<file path="src/rtl/riscv_muldiv_pipe_pkg.sv">
// Shared muldiv message definitions: op codes and field widths used by the
// muldiv unit and the core control unit that issues requests to it.
package riscv_muldiv_pipe_pkg;

    localparam int FN_W = 3;

    typedef enum logic [FN_W-1:0] {
        FN_MUL    = 3'd0,
        FN_DIV    = 3'd1,
        FN_DIVU   = 3'd2,
        FN_REM    = 3'd3,
        FN_REMU   = 3'd4,
        FN_MULH   = 3'd5,
        FN_MULHU  = 3'd6,
        FN_MULHSU = 3'd7
    } muldiv_fn_e;

    typedef enum logic [1:0] {
        DIV_IDLE,
        DIV_CALC,
        DIV_FIX,
        DIV_DONE
    } div_state_e;

    function automatic logic is_div_op(input logic [FN_W-1:0] fn);
        return (fn == FN_DIV) || (fn == FN_DIVU) || (fn == FN_REM) || (fn == FN_REMU);
    endfunction

endpackage

</file>
<file path="src/rtl/riscv_muldiv_div_iter.sv">
// Iterative restoring divider: one quotient bit per cycle on operand magnitudes,
// then a single sign-fix cycle; the result is held in DONE until consumed.
module riscv_muldiv_div_iter
    import riscv_muldiv_pipe_pkg::*;
#(
    parameter int WIDTH = 32
) (
    input  logic             clk,
    input  logic             reset,
    input  logic             req_val,
    output logic             req_rdy,
    input  logic [FN_W-1:0]  req_fn,
    input  logic [WIDTH-1:0] req_a,
    input  logic [WIDTH-1:0] req_b,
    output logic             resp_val,
    input  logic             resp_rdy,
    output logic [WIDTH-1:0] resp_result
);

    localparam int CNT_W = $clog2(WIDTH);

    div_state_e state, state_nxt;

    logic [CNT_W-1:0] cnt;
    logic [WIDTH-1:0] quo, rem, dvs, a_keep, result;
    logic             is_rem, b_zero, neg_q, neg_r;

    logic             req_sgn;
    logic [WIDTH:0]   rem_sh;
    logic [WIDTH-1:0] rem_sub, q_fix, r_fix;
    logic             ge;

    // NOTE: the only register with a reset is the FSM state; the datapath
    // registers below are always loaded before they are observed.
    always_ff @(posedge clk) begin
        if (reset) state <= DIV_IDLE;
        else       state <= state_nxt;
    end

    // NOTE: every comb output gets a default first so no path infers a latch.
    always_comb begin
        state_nxt = state;
        case (state)
            DIV_IDLE: if (req_val)    state_nxt = DIV_CALC;
            DIV_CALC: if (cnt == '0)  state_nxt = DIV_FIX;
            DIV_FIX:                  state_nxt = DIV_DONE;
            DIV_DONE: if (resp_rdy)   state_nxt = DIV_IDLE;
            default:                  state_nxt = DIV_IDLE;
        endcase
    end

    always_comb begin
        req_rdy  = (state == DIV_IDLE);
        resp_val = (state == DIV_DONE);
    end

    always_comb begin
        req_sgn = (req_fn == FN_DIV) || (req_fn == FN_REM);
        rem_sh  = {rem, quo[WIDTH-1]};
        ge      = (rem_sh >= {1'b0, dvs});
        rem_sub = rem_sh[WIDTH-1:0] - dvs;
        q_fix   = neg_q ? -quo : quo;
        r_fix   = neg_r ? -rem : rem;
    end

    // NOTE: sequential state is written only with non-blocking assignments.
    always_ff @(posedge clk) begin
        case (state)
            DIV_IDLE: if (req_val) begin
                is_rem <= (req_fn == FN_REM) || (req_fn == FN_REMU);
                a_keep <= req_a;
                b_zero <= (req_b == '0);
                quo    <= (req_sgn && req_a[WIDTH-1]) ? -req_a : req_a;
                dvs    <= (req_sgn && req_b[WIDTH-1]) ? -req_b : req_b;
                rem    <= '0;
                cnt    <= CNT_W'(WIDTH - 1);
                neg_q  <= req_sgn && (req_a[WIDTH-1] ^ req_b[WIDTH-1]);
                neg_r  <= req_sgn && req_a[WIDTH-1];
            end
            DIV_CALC: begin
                rem <= ge ? rem_sub : rem_sh[WIDTH-1:0];
                quo <= {quo[WIDTH-2:0], ge};
                cnt <= cnt - CNT_W'(1);
            end
            DIV_FIX: begin
                // Divide by zero bypasses sign fixing: all-ones quotient, dividend remainder.
                if (b_zero) result <= is_rem ? a_keep : '1;
                else        result <= is_rem ? r_fix : q_fix;
            end
            default: ;
        endcase
    end

    assign resp_result = result;

endmodule

</file>
<file path="src/rtl/riscv_muldiv_pipe.sv">
// RISC-V M-extension unit: valid-tagged multiply pipeline plus an iterative
// divider, sharing one in-order val/rdy response port.
module riscv_muldiv_pipe
    import riscv_muldiv_pipe_pkg::*;
#(
    parameter int WIDTH      = 32,
    parameter int MUL_STAGES = 3
) (
    input  logic             clk,
    input  logic             reset,
    input  logic [FN_W-1:0]  muldivreq_msg_fn,
    input  logic [WIDTH-1:0] muldivreq_msg_a,
    input  logic [WIDTH-1:0] muldivreq_msg_b,
    input  logic             muldivreq_val,
    output logic             muldivreq_rdy,
    output logic [WIDTH-1:0] muldivresp_msg_result,
    output logic             muldivresp_val,
    input  logic             muldivresp_rdy
);

    localparam int LAST = MUL_STAGES - 1;

    logic [MUL_STAGES-1:0] stg_val;
    logic [WIDTH-1:0]      stg_res [MUL_STAGES];

    logic                  stall, mul_any_val, req_fire, is_div, mul_fire;
    logic                  div_req_val, div_req_rdy, div_resp_val, div_resp_rdy;
    logic [WIDTH-1:0]      div_result, mul_res;
    logic                  a_sgn, b_sgn;
    logic [2*WIDTH-1:0]    a_ext, b_ext, prod;

    always_comb begin
        mul_any_val    = |stg_val;
        // A finished divide waits behind any older multiply still in flight.
        muldivresp_val = !reset && (stg_val[LAST] || (div_resp_val && !mul_any_val));
        muldivresp_msg_result = stg_val[LAST] ? stg_res[LAST] : div_result;
        stall          = muldivresp_val && !muldivresp_rdy;
        muldivreq_rdy  = !reset && div_req_rdy && !stall;
        req_fire       = muldivreq_val && muldivreq_rdy;
        is_div         = is_div_op(muldivreq_msg_fn);
        mul_fire       = req_fire && !is_div;
        div_req_val    = req_fire && is_div;
        div_resp_rdy   = muldivresp_rdy && !mul_any_val;
    end

    // Sign-extend per op so one 2W-bit product serves every multiply flavour.
    always_comb begin
        a_sgn   = (muldivreq_msg_fn == FN_MULH) || (muldivreq_msg_fn == FN_MULHSU);
        b_sgn   = (muldivreq_msg_fn == FN_MULH);
        a_ext   = {{WIDTH{a_sgn & muldivreq_msg_a[WIDTH-1]}}, muldivreq_msg_a};
        b_ext   = {{WIDTH{b_sgn & muldivreq_msg_b[WIDTH-1]}}, muldivreq_msg_b};
        prod    = a_ext * b_ext;
        mul_res = (muldivreq_msg_fn == FN_MUL) ? prod[WIDTH-1:0] : prod[2*WIDTH-1:WIDTH];
    end

    always_ff @(posedge clk) begin
        if (reset) begin
            stg_val <= '0;
        end else if (!stall) begin
            stg_val[0] <= mul_fire;
            for (int i = 1; i < MUL_STAGES; i++) stg_val[i] <= stg_val[i-1];
        end
    end

    // Result registers carry no reset; the stage valids qualify them.
    always_ff @(posedge clk) begin
        if (!stall) begin
            stg_res[0] <= mul_res;
            for (int i = 1; i < MUL_STAGES; i++) stg_res[i] <= stg_res[i-1];
        end
    end

    riscv_muldiv_div_iter #(.WIDTH(WIDTH)) u_div (
        .clk         (clk),
        .reset       (reset),
        .req_val     (div_req_val),
        .req_rdy     (div_req_rdy),
        .req_fn      (muldivreq_msg_fn),
        .req_a       (muldivreq_msg_a),
        .req_b       (muldivreq_msg_b),
        .resp_val    (div_resp_val),
        .resp_rdy    (div_resp_rdy),
        .resp_result (div_result)
    );

endmodule

</file>
<file path="config.mk">
export PLATFORM = sky130hd
export DESIGN_NAME = riscv_muldiv_pipe
export DESIGN_NICKNAME = d
export VERILOG_FILES = /design/src/rtl/riscv_muldiv_pipe_pkg.sv /design/src/rtl/riscv_muldiv_div_iter.sv /design/src/rtl/riscv_muldiv_pipe.sv
export SDC_FILE = /design/constraint.sdc
export NUM_CORES = 2
export LEC_CHECK = 0
export ABC_AREA = 1
export CORE_MARGIN = 2
export CORE_UTILIZATION = 28
export DETAILED_ROUTE_END_ITERATION = 10
export GPL_TIMING_DRIVEN = 0
export PLACE_DENSITY = 0.44
export SLEW_MARGIN = 30
export SYNTH_ARGS = -nofsm -noshare
export SYNTH_HDL_FRONTEND = slang
export SYNTH_HIERARCHICAL = 1
export SYNTH_SLANG_ARGS = --single-unit
</file>
<file path="constraint.sdc">
create_clock -name clk -period 15.4 [get_ports clk]
set_input_delay 3.08 -clock clk [delete_from_list [all_inputs] [get_ports clk]]
set_output_delay 3.08 -clock clk [all_outputs]
set_load 0.03 [all_outputs]
</file>
-- After elaboration in Yosys (flattened, before gate mapping)
Memory sizes are Yosys's and may differ from the RTL's.
Cells that the tools add are included.
- register bits after elaboration: 174
- input bits: 71
- bits in writable memories: 96
- logic and storage cells: 90
- memories kept: 1
- $lt $le $gt $ge: 1
- reduce and logical (&&, ||, !) cells: 33
- mux-type cells: 21
- bitwise gates (word level): 3
- $add $sub $neg: 6
- multiply operators: 1
- equality and inequality tests: 12
- memory list (name ; depth ; width ; read ports ; clocked after memory_dff ; write ports ; RTL line ; text):
    stg_res ; 3 ; 32 ; 3 ; 0 ; 3 ; riscv_muldiv_pipe.sv:24 ; logic [WIDTH-1:0] stg_res [MUL_STAGES];
- operators by type and width (kind ; number):
    2-to-1 mux 32 bit ; 12
    negator 32 bit ; 4
    case mux 32 bit (2 select lines) ; 2
    multiplier 33 x 33 -> 64 bit ; 1
    >= comparator 33 x 32 -> 1 bit ; 1
    logical NOT 32 bit ; 1
    subtractor 32 bit ; 1
    logical AND 1 bit ; 12
    case mux 5 bit (2 select lines) ; 1
    == test 3 bit, second input constant ; 3
    case mux 2 bit (4 select lines) ; 1
    logical OR 1 bit ; 7
    == test 3 x 2 -> 1 bit, second input constant ; 2
    2-to-1 mux 2 bit ; 3
    logical NOT 1 bit ; 5
    logical NOT 5 bit ; 1
    2-to-1 mux 5 bit ; 1
    subtractor 5 x 1 -> 5 bit, second input constant ; 1
    == test 2 bit, second input constant ; 2
    inequality test 2 x 1 -> 1 bit, second input constant ; 2
    AND reduction 2 bit ; 2
    == test 3 x 1 -> 1 bit, second input constant ; 1
    logical NOT 3 bit ; 1
    AND reduction 3 bit ; 1
    other kinds (8) ; 9

-- Logic depth before layout (Yosys ltp)
- depth in word-level cells: 12
- mapped depth: 34
- mapped depth without buffers: 32

-- Cells and area by module
Netlist, hierarchy kept.
- by module, submodules not included (module ; instances ; area each (sq um) ; cells an instance):
    riscv_muldiv_pipe ; 1 ; 43272.8 ; 5226
    riscv_muldiv_div_iter ; 1 ; 12721.0 ; 1765

-- Least setup slack after synthesis
No wires, ideal clock.
- path type: in2reg
- from: input muldivreq_msg_a[31]
- to: memory stg_res[0][27], data pin
- buffers on the path: 2
- data arrival time: 9798 ps
- slack: 5346 ps
- stages on the path: 26
- setup time: 256 ps
- cells stage by stage: clkbuf_1 clkbuf_1 nand2_1 nor2_1 fa_1 fa_1 fa_1 fa_1 inv_1 fa_1 fa_1 fa_1 fa_1 inv_1 ha_1 nand2_1 nor2_2 inv_2 nor2_2 inv_1 nor4_2 nand2_2 nand3_2 nand2_1 nand3_1 nand2_1
- RTL lines (what ; RTL line ; text):
    from (decl) ; riscv_muldiv_pipe.sv:12 ; input logic [WIDTH-1:0] muldivreq_msg_a,
    to (decl) ; riscv_muldiv_pipe.sv:24 ;

==> impl_results.rst <==
.. list-table::
   :header-rows: 1

   * - Metric
     - Value
   * - Outcome
     - complete, no violations
   * - Buffering stage count on the worst path with inverters included
     - 6
   * - Class of the tightest hold or removal check
     - reg -> reg
   * - GRT Residual Overflow
     - 0
   * - Reg clk slew, reported paths
     - 0.08 ns
   * - Reg-to-reg critical path startpoint
     - u_div/state[0]
   * - Number of synthesized flops with an enable pin
     - 265
   * - Share of the yosys chip area belonging to registers
     - 0.144
   * - Cell area after synthesis
     - 56000 sq um
   * - Startpoint type of the worst setup path
     - primary input
   * - CTS Buf Count
     - 28
   * - Highest achievable clock rate
     - 78.0 MHz
   * - Post-cts sizing count
     - 0
   * - Initial core utilization
     - 0.281
   * - Count of standard-cell rows
     - 164
   * - H-tree lvl count
     - 1
   * - Wire length reported by the detailed router
     - 248000 microns
   * - Critical path type
     - in -> reg
   * - Clock network latency to the later pin of the worst-skew pair
     - 0.61 ns
   * - Wire length per cell after detailed routing
     - 25.3 microns
   * - Largest net degree at the start of global routing
     - 46
   * - Largest delay contributor family on the critical path
     - adder cells
   * - Worst-case headroom to the max-slew limit
     - 0.233
   * - Number of DRC violations after detailed routing
     - 0
   * - Layout overhead on the synthesized area
     - 10.3%
   * - Final cycle utilization of the critical path
     - 0.833
   * - Hold Buf Count CTS
     - 0
   * - Total Nets Final
     - ~8600
   * - Share of final-layout standard cells stronger than drive strength 1
     - 0.0434
   * - Setup Fix Bufs, Post-CTS
     - 0
   * - CP Depth
     - 24
   * - Slew Limit Fails
     - 0
   * - Crit Path Max Fanout
     - 10
   * - Arrival time reported for the critical path endpoint
     - 13.13 ns
   * - Worst Skew
     - a little under 0.05 ns
   * - Syn nets
     - around 8400
   * - Crit path capture type
     - flip-flop
   * - End of the worst register-to-register path
     - u_div/rem[22]
   * - Full die area
     - 204000 sq um
   * - Weighted congestion reported at the end of routability-driven placement
     - 0.984
   * - Primary FF master, synth
     - sky130_fd_sc_hd__edfxtp_1
   * - List of most frequent post-synthesis cells
     - sky130_fd_sc_hd__nand2_1, sky130_fd_sc_hd__inv_1, sky130_fd_sc_hd__fa_1
   * - Transition time of the tightest slew-check pin
     - 1.15 ns
   * - Main area contributors after synthesis
     - sky130_fd_sc_hd__fa_1, sky130_fd_sc_hd__edfxtp_1, sky130_fd_sc_hd__nand2_1
   * - Most frequent cell after synthesis
     - sky130_fd_sc_hd__nand2_1
   * - Design Area, Final
     - 61800 sq um
   * - Max_cap viols
     - 0
   * - Die height
     - 451 microns
   * - Global-route wire length before repair
     - 353000 microns
   * - Root Buffer Master
     - sky130_fd_sc_hd__clkbuf_16
   * - Post-Place Cell Area
     - 60700 sq um
   * - Placeable core region
     - 199000 sq um
   * - Post-synthesis instance total
     - 6991
   * - Detail-routed via count per cell
     - 4.76
   * - Utilization after layout
     - 0.310
   * - Cell accounting for the most synthesized area
     - sky130_fd_sc_hd__fa_1
   * - Port Buffer Count
     - 104
   * - Number of synthesized register bits
     - 270
   * - Count of pins on the block boundary
     - 105
   * - Worst-path cell chain
     - clkdlybuf4s50_1 > clkbuf_1 > clkbuf_1 > nand2_1 > nor2_1 > fa_1 > fa_1 > fa_2 > inv_1 > fa_1 > fa_1 > fa_1 > fa_1 > fa_1 > inv_1 > ha_1 > inv_1 > o21bai_1 > a21boi_0 > nand2_1 > a21oi_1 > nand3_1 > o21ai_0 > nand2_1
   * - Dpl hpwl
     - approximately 210000 microns
   * - Avg Cell Area, Syn
     - 8.01 sq um
   * - Most common cell type on the critical path
     - sky130_fd_sc_hd__fa_1
   * - Count of yosys warnings during synthesis
     - 6
   * - Asr flop ratio synth
     - 0
   * - First element of the critical path
     - muldivreq_msg_a[31]
   * - Aggregate negative setup slack
     - 0 ns
   * - Crit path time final
     - 12.83 ns
   * - Final Hold Viols
     - 0
   * - Share of Yosys cell area claimed by the top area cell type
     - 0.403
   * - Worst R2R Setup Slack
     - 11.93 ns
   * - Setup crit end
     - stg_res[0][18]
   * - Cell variety after synth
     - just over 50
   * - Max incr delay on CP
     - 0.95 ns
   * - Via count
     - 46800
   * - Slowest stage cell on the critical path
     - sky130_fd_sc_hd__clkdlybuf4s50_1
   * - Vias in the first global route
     - 48200
   * - Number of setup violations in the final report
     - 0
   * - Number of design-rule violations left by the first detailed-router iteration
     - 4288
   * - Clock tree from TritonCTS
     - built
   * - Overall global routing resource usage
     - 0.243
   * - ANT nets after route
     - 0
   * - Maximum clock path buffer count
     - 3
   * - Critical Path RT
     - 15.70 ns
   * - Number of antenna violations at the first check in global routing
     - 19
   * - Unrepaired setup endpoints after global routing
     - no
   * - Number of optimization iterations in the first detailed-route pass
     - 6
   * - Depth of the worst register-to-register path
     - 14
   * - Number of clock sinks seen by CTS
     - 270
   * - Die extent in x
     - 451 microns
[worst min-delay path by stage]
stage                    from        endpoint  cells after the start
3_3_place_gp   stg_res[0][62]  stg_res[0][94]                      0
6_report        stg_res[0][4]  stg_res[0][36]                      0
5_1_grt        stg_res[0][56]  stg_res[0][88]                      0
3_5_place_dp   stg_res[0][19]  stg_res[0][51]                      0
2_1_floorplan   stg_res[0][0]  stg_res[0][32]                      0
4_1_cts         stg_res[0][4]  stg_res[0][36]                      0
[worst reg2reg max path, cell delays in order, from the launching register on]
cell                      delay (ns)
sky130_fd_sc_hd__dfxtp_1        0.33
sky130_fd_sc_hd__ha_1           0.23
sky130_fd_sc_hd__a31oi_1        0.21
sky130_fd_sc_hd__nor2_1         0.11
sky130_fd_sc_hd__nand2_4        0.33
sky130_fd_sc_hd__nand3_1        0.14
sky130_fd_sc_hd__inv_1          0.13
sky130_fd_sc_hd__nand2_1        0.11
sky130_fd_sc_hd__nor3_1         0.34
sky130_fd_sc_hd__nand2_1        0.26
sky130_fd_sc_hd__o21ai_4        0.19
sky130_fd_sc_hd__buf_16         0.21
sky130_fd_sc_hd__buf_16         0.18
sky130_fd_sc_hd__buf_16         0.18
sky130_fd_sc_hd__buf_16         0.18
[cells by family after synthesis]
family | share of synthesized area
buffers and inverters | 0.139
flip-flops | 0.144
XOR/XNOR | 0.00985
AND/OR/NAND/NOR | 0.198
adder cells (fa/ha/maj) | 0.459
AO/OA/AOI/OAI | 0.0493
[sequential cells by signal, summed over array words and instances, names as in the netlist]
name,count
u_div/cnt,5
u_div/rem,32
u_div/quo,32
u_div/b_zero,1
u_div/neg_r,1
u_div/neg_q,1
u_div/state,2
u_div/resp_result,32
u_div/is_rem,1
u_div/dvs,32
stg_res,96
stg_val,3
u_div/a_keep,32
[layout make-up]
cell class              count  area, sq um
fillers                 21500       137000
multi-input cells        4654        40200
flip-flops and latches    270         8060
inverters                1779         6680
well taps                2656         3320
repair buffers            118         1290
plain buffers             288         1200
clock buffers              34          743
clock inverters            18          304
diodes                      4         10.0
[stage by stage]
step / setup WS, ns / hold WS, ns / cells
after floorplan: 5.35 / 0.400 / 6991
after global placement: 2.07 / 0.405 / 9751
after detailed placement: 2.14 / 0.405 / 9763
after CTS: 2.77 / 0.412 / 9815
after global routing: 2.45 / 0.419 / 9820
final: 2.57 / 0.404 / 9821
[cell usage in the layout (no fill, tap or decap), drive strengths merged, types with 2 or more instances in the layout]
master / count
nor4: 8
ha: 253
o31ai: 3
a21oi: 190
clkdlybuf4s50: 91
o211ai: 10
dfxtp: 5
a21o: 8
edfxtp: 265
inv: 1779
xor2: 42
nand3b: 8
or2: 17
clkbuf: 304
a31oi: 24
o22ai: 6
diode: 4
a21boi: 2
bufinv: 7
xnor2: 21
o21ai: 230
clkinv: 11
fa: 1126
a211oi: 2
o21bai: 19
nor2: 433
nor3: 39
buf: 45
nand2: 1916
nand3: 247
nand4: 44
[layer usage]
metal,vias to the layer above,share of wire,track usage
met3,362,0.067,0.0313
met4,6,0.055,0.107
met1,23800,0.42,0.322
met5,-,0.00017,0
met2,1748,0.46,0.395
li1,20800,-,-
Power is not shown: default switching activity piles up to over one toggle a cycle in this logic, so the estimate is an artifact.
